===== config.mk =====
export PLATFORM = sky130hd
export DESIGN_NAME = if_fetch_stage_flat
export DESIGN_NICKNAME = d
export VERILOG_FILES = /design/src/rtl/if_fetch_stage_if.sv /design/src/rtl/if_fetch_stage.sv /design/src/flat_wrapper.sv
export SDC_FILE = /design/constraint.sdc
export NUM_CORES = 1
export LEC_CHECK = 0
export ABC_AREA = 1
export BUFFER_PORTS_ARGS = -buffer_cell sky130_fd_sc_hd__clkbuf_2
export CAP_MARGIN = 20
export CORE_UTILIZATION = 48
export CTS_BUF_LIST = sky130_fd_sc_hd__clkbuf_8
export CTS_CLUSTER_DIAMETER = 120
export CTS_CLUSTER_SIZE = 12
export DETAILED_ROUTE_END_ITERATION = 8
export PLACE_DENSITY = 0.9
export SLEW_MARGIN = 40
export SYNTH_ARGS = -nofsm -noshare
export SYNTH_HDL_FRONTEND = slang
export SYNTH_SLANG_ARGS = --single-unit

===== constraint.sdc =====
create_clock -name clk -period 1.77 [get_ports clk]
set_input_delay 0 -clock clk [delete_from_list [all_inputs] [get_ports clk]]
set_output_delay 0 -clock clk [all_outputs]
set_load 0.05 [all_outputs]

===== src/rtl/if_fetch_stage_if.sv =====
// Instruction-memory request/response bus between the fetch stage (master) and imem (slave).
interface if_fetch_stage_if #(
    parameter int XLEN = 64
);
    logic            imem_req;
    logic [XLEN-1:0] imem_addr;
    logic            imem_ready;
    logic            imem_rvalid;
    logic [31:0]     imem_rdata;

    modport master (
        output imem_req,
        output imem_addr,
        input  imem_ready,
        input  imem_rvalid,
        input  imem_rdata
    );

    modport slave (
        input  imem_req,
        input  imem_addr,
        output imem_ready,
        output imem_rvalid,
        output imem_rdata
    );
endinterface


===== src/rtl/if_fetch_stage.sv =====
// RV64 fetch stage: PC register, single-outstanding imem request FSM and IF/ID register.
// Optional IF_PERF_CNT_EN adds stall_cycles/flush_count performance counters.
module if_fetch_stage #(
    parameter int              XLEN      = 64,
    parameter logic [XLEN-1:0] RESET_PC  = {XLEN{1'b0}},
    parameter logic [31:0]     NOP_INSTR = 32'h0000_0013
) (
    input  logic                 clk,
    input  logic                 reset,
    input  logic                 PC_Write,
    input  logic                 IF_ID_Write,
    input  logic                 branch_taken,
    input  logic [XLEN-1:0]      branch_target,
    if_fetch_stage_if.master     imem,
    output logic [XLEN-1:0]      pc,
    output logic [XLEN-1:0]      IF_ID_pc,
    output logic [31:0]          IF_ID_instr,
    output logic                 IF_ID_valid,
    output logic [4:0]           IF_ID_rs1,
    output logic [4:0]           IF_ID_rs2,
    output logic [6:0]           IF_ID_opcode
`ifdef IF_PERF_CNT_EN
    ,
    output logic [31:0]          stall_cycles,
    output logic [31:0]          flush_count
`endif
);

    typedef enum logic [1:0] {
        S_REQ  = 2'd0,
        S_WAIT = 2'd1,
        S_HOLD = 2'd2,
        S_DROP = 2'd3
    } state_t;

    state_t      state_r;
    state_t      state_s;
    logic        stall_s;
    logic        load_s;
    logic        capture_s;
    logic [31:0] load_instr_s;
    logic [31:0] hold_buf_r;

    assign imem.imem_req  = (state_r == S_REQ);
    assign imem.imem_addr = pc;
    assign IF_ID_rs1      = IF_ID_instr[19:15];
    assign IF_ID_rs2      = IF_ID_instr[24:20];
    assign IF_ID_opcode   = IF_ID_instr[6:0];

    // Next-state and IF/ID load decisions; a redirect overrides every other action.
    always_comb begin
        stall_s      = ~PC_Write | ~IF_ID_Write;
        state_s      = state_r;
        load_s       = 1'b0;
        capture_s    = 1'b0;
        load_instr_s = imem.imem_rdata;
        if (branch_taken) begin
            // A request already accepted must have its response swallowed in S_DROP.
            case (state_r)
                S_REQ:   state_s = imem.imem_ready  ? S_DROP : S_REQ;
                S_WAIT:  state_s = imem.imem_rvalid ? S_REQ  : S_DROP;
                S_HOLD:  state_s = S_REQ;
                S_DROP:  state_s = imem.imem_rvalid ? S_REQ  : S_DROP;
                default: state_s = S_REQ;
            endcase
        end else begin
            case (state_r)
                S_REQ: begin
                    if (imem.imem_ready) state_s = S_WAIT;
                    else                 state_s = S_REQ;
                end
                S_WAIT: begin
                    if (imem.imem_rvalid && stall_s) begin
                        capture_s = 1'b1;
                        state_s   = S_HOLD;
                    end else if (imem.imem_rvalid) begin
                        load_s    = 1'b1;
                        state_s   = S_REQ;
                    end else begin
                        state_s   = S_WAIT;
                    end
                end
                S_HOLD: begin
                    if (!stall_s) begin
                        load_s       = 1'b1;
                        load_instr_s = hold_buf_r;
                        state_s      = S_REQ;
                    end else begin
                        state_s      = S_HOLD;
                    end
                end
                S_DROP: begin
                    if (imem.imem_rvalid) state_s = S_REQ;
                    else                  state_s = S_DROP;
                end
                default: state_s = S_REQ;
            endcase
        end
    end

    // FSM state register.
    always_ff @(posedge clk) begin
        if (reset) state_r <= S_REQ;
        else       state_r <= state_s;
    end

    // PC, IF/ID register and hold buffer.
    always_ff @(posedge clk) begin
        if (reset) begin
            pc          <= RESET_PC;
            IF_ID_pc    <= {XLEN{1'b0}};
            IF_ID_instr <= NOP_INSTR;
            IF_ID_valid <= 1'b0;
            hold_buf_r  <= NOP_INSTR;
        end else if (branch_taken) begin
            pc          <= branch_target;
            IF_ID_instr <= NOP_INSTR;
            IF_ID_valid <= 1'b0;
            hold_buf_r  <= NOP_INSTR;
        end else begin
            if (load_s) begin
                IF_ID_pc    <= pc;
                IF_ID_instr <= load_instr_s;
                IF_ID_valid <= 1'b1;
                pc          <= pc + {{(XLEN-3){1'b0}}, 3'd4};
            end
            if (capture_s) hold_buf_r <= imem.imem_rdata;
        end
    end

`ifdef IF_PERF_CNT_EN
    // Free-running stall and flush event counters, wrapping at 2^32.
    always_ff @(posedge clk) begin
        if (reset) begin
            stall_cycles <= 32'd0;
            flush_count  <= 32'd0;
        end else begin
            if (stall_s)      stall_cycles <= stall_cycles + 32'd1;
            if (branch_taken) flush_count  <= flush_count + 32'd1;
        end
    end
`endif

endmodule


===== src/flat_wrapper.sv =====
// flat-port wrapper written by rule: the top's interface ports become plain ports
module if_fetch_stage_flat 
#(
    parameter int              XLEN      = 64,
    parameter logic [XLEN-1:0] RESET_PC  = {XLEN{1'b0}},
    parameter logic [31:0]     NOP_INSTR = 32'h0000_0013
)
  (clk, reset, PC_Write, IF_ID_Write, branch_taken, branch_target, pc, IF_ID_pc, IF_ID_instr, IF_ID_valid, IF_ID_rs1, IF_ID_rs2, IF_ID_opcode, imem_imem_req, imem_imem_addr, imem_imem_ready, imem_imem_rvalid, imem_imem_rdata);
  if_fetch_stage_if #(.XLEN(XLEN)) imem_i ();
  input  logic clk;
  input  logic reset;
  input  logic PC_Write;
  input  logic IF_ID_Write;
  input  logic branch_taken;
  input  logic [XLEN-1:0] branch_target;
  output logic [XLEN-1:0] pc;
  output logic [XLEN-1:0] IF_ID_pc;
  output logic [31:0] IF_ID_instr;
  output logic IF_ID_valid;
  output logic [4:0] IF_ID_rs1;
  output logic [4:0] IF_ID_rs2;
  output logic [6:0] IF_ID_opcode;
  output wire logic [$bits(imem_i.imem_req)-1:0] imem_imem_req;
  output wire logic [$bits(imem_i.imem_addr)-1:0] imem_imem_addr;
  input wire logic [$bits(imem_i.imem_ready)-1:0] imem_imem_ready;
  input wire logic [$bits(imem_i.imem_rvalid)-1:0] imem_imem_rvalid;
  input wire logic [$bits(imem_i.imem_rdata)-1:0] imem_imem_rdata;
  assign imem_imem_req = imem_i.imem_req;
  assign imem_imem_addr = imem_i.imem_addr;
  assign imem_i.imem_ready = imem_imem_ready;
  assign imem_i.imem_rvalid = imem_imem_rvalid;
  assign imem_i.imem_rdata = imem_imem_rdata;
  if_fetch_stage #(.XLEN(XLEN), .RESET_PC(RESET_PC), .NOP_INSTR(NOP_INSTR)) u_core (.clk(clk), .reset(reset), .PC_Write(PC_Write), .IF_ID_Write(IF_ID_Write), .branch_taken(branch_taken), .branch_target(branch_target), .imem(imem_i), .pc(pc), .IF_ID_pc(IF_ID_pc), .IF_ID_instr(IF_ID_instr), .IF_ID_valid(IF_ID_valid), .IF_ID_rs1(IF_ID_rs1), .IF_ID_rs2(IF_ID_rs2), .IF_ID_opcode(IF_ID_opcode));
endmodule

==> metrics.md, run 1 <==
| Metric | Value |
|---|---|
| NumNets Final | `2,127` |
| Worst hold path class | `input port to register` |
| Max Fanout on Critical Path | `7` |
| Cts bufs inserted | `17` |
| Post-Synthesis Cell Area | `10,300 um2` |
| Clock power frac | `31.4%` |
| Post-synthesis cell type count | `40` |
| Commonest cells post-synth | `nand2_1 (347), nor2_1 (262), dfxtp_1 (195), inv_1 (133), o21ai_0 (133)` |
| Top cells by area, synth | `dfxtp_1 (38%), nand2_1 (13%), nor2_1 (9.6%)` |
| CP Data Arrival Time | `2360 ps` |
| Pre-CTS setup slack | `-177 ps` |
| Worst path slowest cell | `dfxtp_2` |
| Mean Syn Cell Area | `6.67 um2` |
| Ys async rst share | `0%` |
| Worst setup EP type | `register` |
| Largest net degree at the start of global routing | `66` |
| Slack of the critical path | `-210 ps` |
| DRC | `0` |
| Via count of the routed design | `13,096` |
| Post-synthesis cell count | `1,542` |
| Register area share after synthesis | `38.0%` |
| Synth top area share | `38.0%` |
| CTS Sinks | `195` |
| Flops & latches, synth | `195` |
| Full die area | `22,000 um2` |
| Commonest register cell after synthesis | `dfxtp_1` |
| Sequential share of power | `47.5%` |
| Die height | `148 um` |
| Clock buffer depth | `2` |
| Most common cell in the netlist | `nand2_1` |
| Max-cap viol count | `0` |
| Reg clk slew, reported paths | `100 ps` |
| Initial DRC count | `1,579` |
| Total GRT Usage | `34.5%` |
| HPWL after DPL | `25,100 um` |
| Final TNS setup | `-4610 ps` |
| Clk_lat worst skew | `480 ps` |
| Violated checks | `negative setup slack` |
| IO buf count | `345` |
| Routed WL | `43,300 um` |
| Fin. max-slew vios | `0` |
| Share of cells above drive strength 1 | `36.9%` |
| Yosys warns | `0` |
| Initial Util | `48.9%` |
| Die X | `148 um` |
| Power Density | `635 nW/um2` |
| Combinational Power Share | `21.2%` |
| Hold Vio Cnt, Final | `0` |
| WS Path Type | `register to register` |
| Clk_skew | `18.1 ps` |
| Req. time, crit path | `2150 ps` |
| CP Launch Type | `register` |
| First-pass GRT wire length | `60,000 um` |
| Num ports | `346` |
| Status | `finished, violations left` |
| Critical path cell sequence | `nand2_1 -> nor2_2 -> inv_1 -> nor2_1 -> nand2_1 -> nor2_4 -> nand2_1 -> nand2_1 -> nand3b_1 -> nand2_1 -> inv_1` |
| Root Buffer | `clkbuf_8` |
| N_diodes | `0` |
| Net Sw Frac | `33.2%` |
| Final setup fails | `94` |
| RSZ-0062 raised after global routing | `true` |
| RePlAce Congestion | `0.989` |
| Crit share post-route | `112%` |
| Initial antenna violation count | `0` |
| CTS H-tree lvls | `4` |
| Post-synth EDFFs | `0` |
| CORE AREA | `21,000 um2` |
| Final Core Density | `73.1%` |
| Max-slew headroom | `36.8%` |
| Cell internal pwr | `6.52 mW` |
| Cell taking the most area after synthesis | `dfxtp_1` |
| Syn nets | `1,650` |
| Final min period | `1980 ps` |
| # rows | `53` |
| Vias in the first global route | `11,932` |
| Crit-path max cell delay | `460 ps` |
| Fmax | `0.505 GHz` |
| Sw Pwr | `3.24 mW` |
| Leakage | `7.24 nW` |
| Via density per instance | `5.68` |
| Post-route ant nets | `0` |
| GR Overflow Total | `0` |
| CP dominant cell by count | `nand2_1` |
| Area Growth Syn to Fin | `49.6%` |
| First-pass iteration count of the detailed router | `9` |
| Pwr Total | `9.77 mW` |
| Least-Margin Pin Slew | `947 ps` |
| Wire per inst | `18.8 um` |
| Peak supply drop | `0.475 mV` |
| CTS tree | `built` |
metrics by stage:
step	hold slack [ps]	cells	cell area [um2]
after global routing	50.7	2306	15400
after detailed placement	235	2140	12600
after floorplan	121	1542	10300
final	42.3	2306	15400
after global placement	226	2140	12600
after CTS	4.55	2290	14500
critical path, delay by kind of cell, from the launching register on:
family | cells | cell delay (ps)
AND/OR/NAND/NOR | 9 | 1310
flip-flops | 1 | 460
buffers and inverters | 2 | 110
cell usage in the layout, fill, tap and decap left out, drive strengths merged:
cell type    count
clkinvlp         1
o211ai           1
o32ai            1
ha               5
a221oi           1
dfxtp          195
o211a            2
inv            145
nor3             4
clkbuf         369
and3             2
a21oi           47
buf            162
o2111ai          1
a31oi           41
nor2           277
or2              1
nand2          357
clkinv           3
nor3b            1
dlygate4sd3     97
o21bai           9
nand4           21
and2             2
xor2            14
a211oi           1
nand3b          20
xnor2            6
a22oi            1
o21ai          136
a22o             1
o21a            20
nand3           84
bufinv           3
final cells by class:
class	count	area (um2)
Timing Repair Buffer	609	4430
Tap cell	275	344
Multi-Input combinational cell	1056	5720
Sequential cell	195	3940
Clock buffer	19	262
Inverter	140	549
Fill cell	1448	5650
Clock inverter	12	131
layer usage:
metal	wire length, um	vias to the layer above	track usage [%]
met2	20500	1071	57.8
met5	0	-	0
met3	5150	269	8.53
met4	2770	0	20.6
li1	-	5820	-
met1	14900	5936	39.8
path summary, 6_finish.rpt:
path	start	end	slack (ps)	depth (start not counted)
hold reg to reg	u_core.IF_ID_pc[55]$_SDFFE_PP0P_	u_core.IF_ID_pc[55]$_SDFFE_PP0P_	470	1
setup reg to reg	u_core.imem.imem_addr[28]$_SDFFE_PP0P_	u_core.imem.imem_addr[53]$_SDFFE_PP0P_	-210	11
setup / recovery	u_core.imem.imem_addr[28]$_SDFFE_PP0P_	u_core.imem.imem_addr[53]$_SDFFE_PP0P_	-210	11
hold / removal	reset	u_core.IF_ID_instr[24]$_SDFFE_PP0P_	40	5
power groups by stage:
| stage | Combinational [mW] | Sequential (mW) | Clock [mW] |
|---|---|---|---|
| 2_1_floorplan | 0.864 | 5.04 | 0 |
| 4_1_cts | 1.90 | 4.62 | 3.05 |
| 6_report | 2.07 | 4.64 | 3.06 |
| 3_5_place_dp | 1.68 | 4.72 | 0 |
| 3_3_place_gp | 1.66 | 4.71 | 0 |
| 5_1_grt | 2.17 | 4.64 | 3.23 |
cell families (layout without fill, tap and decap cells):
group | Yosys count | in the layout | synth area share (%)
adder cells (fa/ha/maj) | 5 | 5 | 0.609
AO/OA/AOI/OAI | 262 | 262 | 14.3
buffers and inverters | 292 | 780 | 13.9
AND/OR/NAND/NOR | 768 | 769 | 31.5
flip-flops | 195 | 195 | 38.0
XOR/XNOR | 20 | 20 | 1.70
sequential cells by signal, summed over array words and instances (netlist names):
signal,count
u_core.IF_ID_pc,64
u_core.imem.imem_addr,64
u_core.IF_ID_instr,32
u_core.hold_buf_r,32
u_core.state_r,2
u_core.IF_ID_valid,1
what timing repair did:
| action | 4_1_cts | 5_1_grt |
|---|---|---|
| endpoints found under the hold margin | 129 | 0 |
| endpoints found under the setup margin | 140 | 173 |
| hold buffers | 97 | 0 |
| pin swaps | 21 | 30 |
| resized for setup | 81 | 201 |
| cloned | 8 | 6 |
| setup buffers | 14 | 16 |
Note: power is estimated with default switching activity, not from simulation.
==> inputs of run 2 (changes only) <==
Settings changed: CORE_UTILIZATION 48 to 57, PLACE_DENSITY 0.9 to 0.95.
Clock period 1.77 ns to 2.4 ns, I/O delays scaled along.
==> metrics.md, run 2 (synthesis results as in run 1) <==
| Metric | Value |
|---|---|
| GR Overflow Total | `0 (unchanged)` |
| Num ports | `346 (unchanged)` |
| Worst hold path class | `input port to register` |
| CP Data Arrival Time | `2620 ps (+260 ps)` |
| Hold Path End | `u_core.IF_ID_instr[1]$_SDFFE_PP1P_` |
| Die X | `136 um (-8.1%)` |
| First-pass GRT wire length | `56,300 um (-6.2%)` |
| RR Endpoint | `u_core.imem.imem_addr[56]$_SDFFE_PP0P_` |
| Power Density | `532 nW/um2 (-16%)` |
| Wire per inst | `17.1 um (-8.8%)` |
| Most common cell after layout, fill and taps aside | `nand2_1` |
| Least-Margin Pin Slew | `628 ps (-319 ps)` |
| Peak supply drop | `0.423 mV (-11%)` |
| Initial antenna violation count | `0 (unchanged)` |
| IO buf count | `345 (unchanged)` |
| Root Buffer | `clkbuf_8` |
| NumNets Final | `1,991 (-6.4%)` |
| Status | `completed` |
| Hold Vio Cnt, Final | `0 (unchanged)` |
| Routed WL | `36,300 um (-16%)` |
| Fin cells | `2,121 (-8.0%)` |
| Final TNS setup | `0 ps (+4610 ps)` |
| Vias in the first global route | `11,213 (-6.0%)` |
| Max-slew headroom | `58.1% (+21 points)` |
| Share of cells above drive strength 1 | `23.2% (-14 points)` |
| Cts bufs inserted | `17 (unchanged)` |
| Full die area | `18,600 um2 (-16%)` |
| CORE AREA | `17,500 um2 (-17%)` |
| Initial DRC count | `1,385 (-12%)` |
| Crit share post-route | `93.2% (-19 points)` |
| Commonest cells after routing, fill and taps aside | `nand2_1 (347), clkbuf_2 (345), nor2_1 (261)` |
| Reg clk slew, reported paths | `120 ps (+20 ps)` |
| CTS Sinks | `195 (unchanged)` |
| RePlAce Congestion | `0.977 (-1.2%)` |
| N_diodes | `0 (unchanged)` |
| Worst setup EP type | `register` |
| Final min period | `2240 ps (+257 ps)` |
| Max Fanout on Critical Path | `7 (unchanged)` |
| Area Growth Syn to Fin | `27.1%` |
| Clk_lat worst skew | `480 ps (about the same)` |
| Max-cap viol count | `0 (unchanged)` |
| Worst Hold Launch | `PC_Write` |
| RSZ-0062 raised after global routing | `false` |
| Fin Hold WS | `91.5 ps (+49.2 ps)` |
| Leakage | `6.16 nW (-15%)` |
| RR Startpoint | `u_core.imem.imem_addr[3]$_SDFFE_PP0P_` |
| Clock buffer depth | `2 (unchanged)` |
| Hold Path Stages | `6 (+1)` |
| CP Launch Type | `register` |
| CTS tree | `built` |
| Worst R2R Setup Slack | `160 ps (+370 ps)` |
| WS Path Type | `register to register` |
| Via density per instance | `5.62 (-1.1%)` |
| Req. time, crit path | `2780 ps (+630 ps)` |
| # rows | `48 (-9.4%)` |
| Via count of the routed design | `11,913 (-9.0%)` |
| Fin. max-slew vios | `0 (unchanged)` |
| Initial Util | `58.8% (+9.9 points)` |
| CTS H-tree lvls | `4 (unchanged)` |
| Placed cell count | `1,989 (-7.1%)` |
| R2R cell count | `12 (+1)` |
| Post-route ant nets | `0 (unchanged)` |
| Total GRT Usage | `39.0% (+4.5 points)` |
| HPWL after DPL | `24,100 um (-3.9%)` |
| First-pass iteration count of the detailed router | `7 (-2)` |
| Largest net degree at the start of global routing | `60 (-9.1%)` |
| Final setup fails | `0 (-100%)` |
| DRC | `0 (unchanged)` |
| Post-CTS Setup Inserts | `0 (-14)` |
| Fmax | `0.447 GHz (-11%)` |
| Clk_skew | `15.5 ps (-2.60 ps)` |
| Die height | `136 um (-8.1%)` |
-- run 2: worst max path at each step --
stage / depth (start not counted) / slack [ps] / startpoint / to
global placement: 10 / 330 / u_core.imem.imem_addr[2]$_SDFFE_PP0P_ / u_core.imem.imem_addr[52]$_SDFFE_PP0P_
floorplan: 12 / 340 / u_core.imem.imem_addr[3]$_SDFFE_PP0P_ / u_core.imem.imem_addr[56]$_SDFFE_PP0P_
detailed placement: 9 / 210 / u_core.state_r[1]$_SDFF_PP0_ / u_core.hold_buf_r[28]$_SDFFE_PP0P_
global route: 12 / 20 / u_core.imem.imem_addr[3]$_SDFFE_PP0P_ / u_core.imem.imem_addr[58]$_SDFFE_PP0P_
finish: 12 / 160 / u_core.imem.imem_addr[3]$_SDFFE_PP0P_ / u_core.imem.imem_addr[56]$_SDFFE_PP0P_
CTS: 9 / 160 / u_core.state_r[1]$_SDFF_PP0_ / u_core.hold_buf_r[28]$_SDFFE_PP0P_
-- run 2: layout make-up --
cell class / instances / area [um2]
Clock buffer: 17 / 234
Clock inverter: 15 / 174
Fill cell: 1267 / 4410
Inverter: 140 / 526
Multi-Input combinational cell: 1055 / 4950
Sequential cell: 195 / 3900
Tap cell: 225 / 282
Timing Repair Buffer: 474 / 3000
-- run 2: repair_timing --
item	CTS	global route
hold buffers	100	0
resized for setup	0	1
endpoints found under the hold margin	129	0
endpoints found under the setup margin	0	24
-- run 2: layer usage --
metal  wire (um)  vias up  track usage [%]
li1            -     5546                -
met1       14000     5347             46.9
met2       17000      845             63.3
met3        3660      175             9.69
met4        1720        0             21.8
met5           0        -                0
-- run 2: where the power goes --
part / switching [mW] / total (mW) / internal (mW)
registers: 0.128 / 3.44 / 3.32
logic: 0.900 / 1.30 / 0.395
clock network: 1.40 / 2.21 / 0.805
total: 2.43 / 6.95 / 4.52
-- run 2: per-stage QoR --
stage                     area (um2)  worst slack (ps)  util [%]  total power, mW
after global placement         11700               329      66.7             4.62
final                          13100               163      74.8             6.95
after detailed placement       11700               208      66.7             4.64
after CTS                      13100               158      74.7             6.91
after floorplan                10300               340         -             4.35
after global routing           13100              15.0      74.8             7.18
-- run 2: worst max-delay path, cell delays in order (launching register included) --
cell	delay [ps]
dfxtp_1	490
ha_1	240
nand2_2	70
inv_1	90
nand3_1	130
nor2_2	230
nand2_1	220
nor2_1	330
nand2_1	90
nand2_1	70
nand3b_1	70
nand2_1	60
inv_1	50
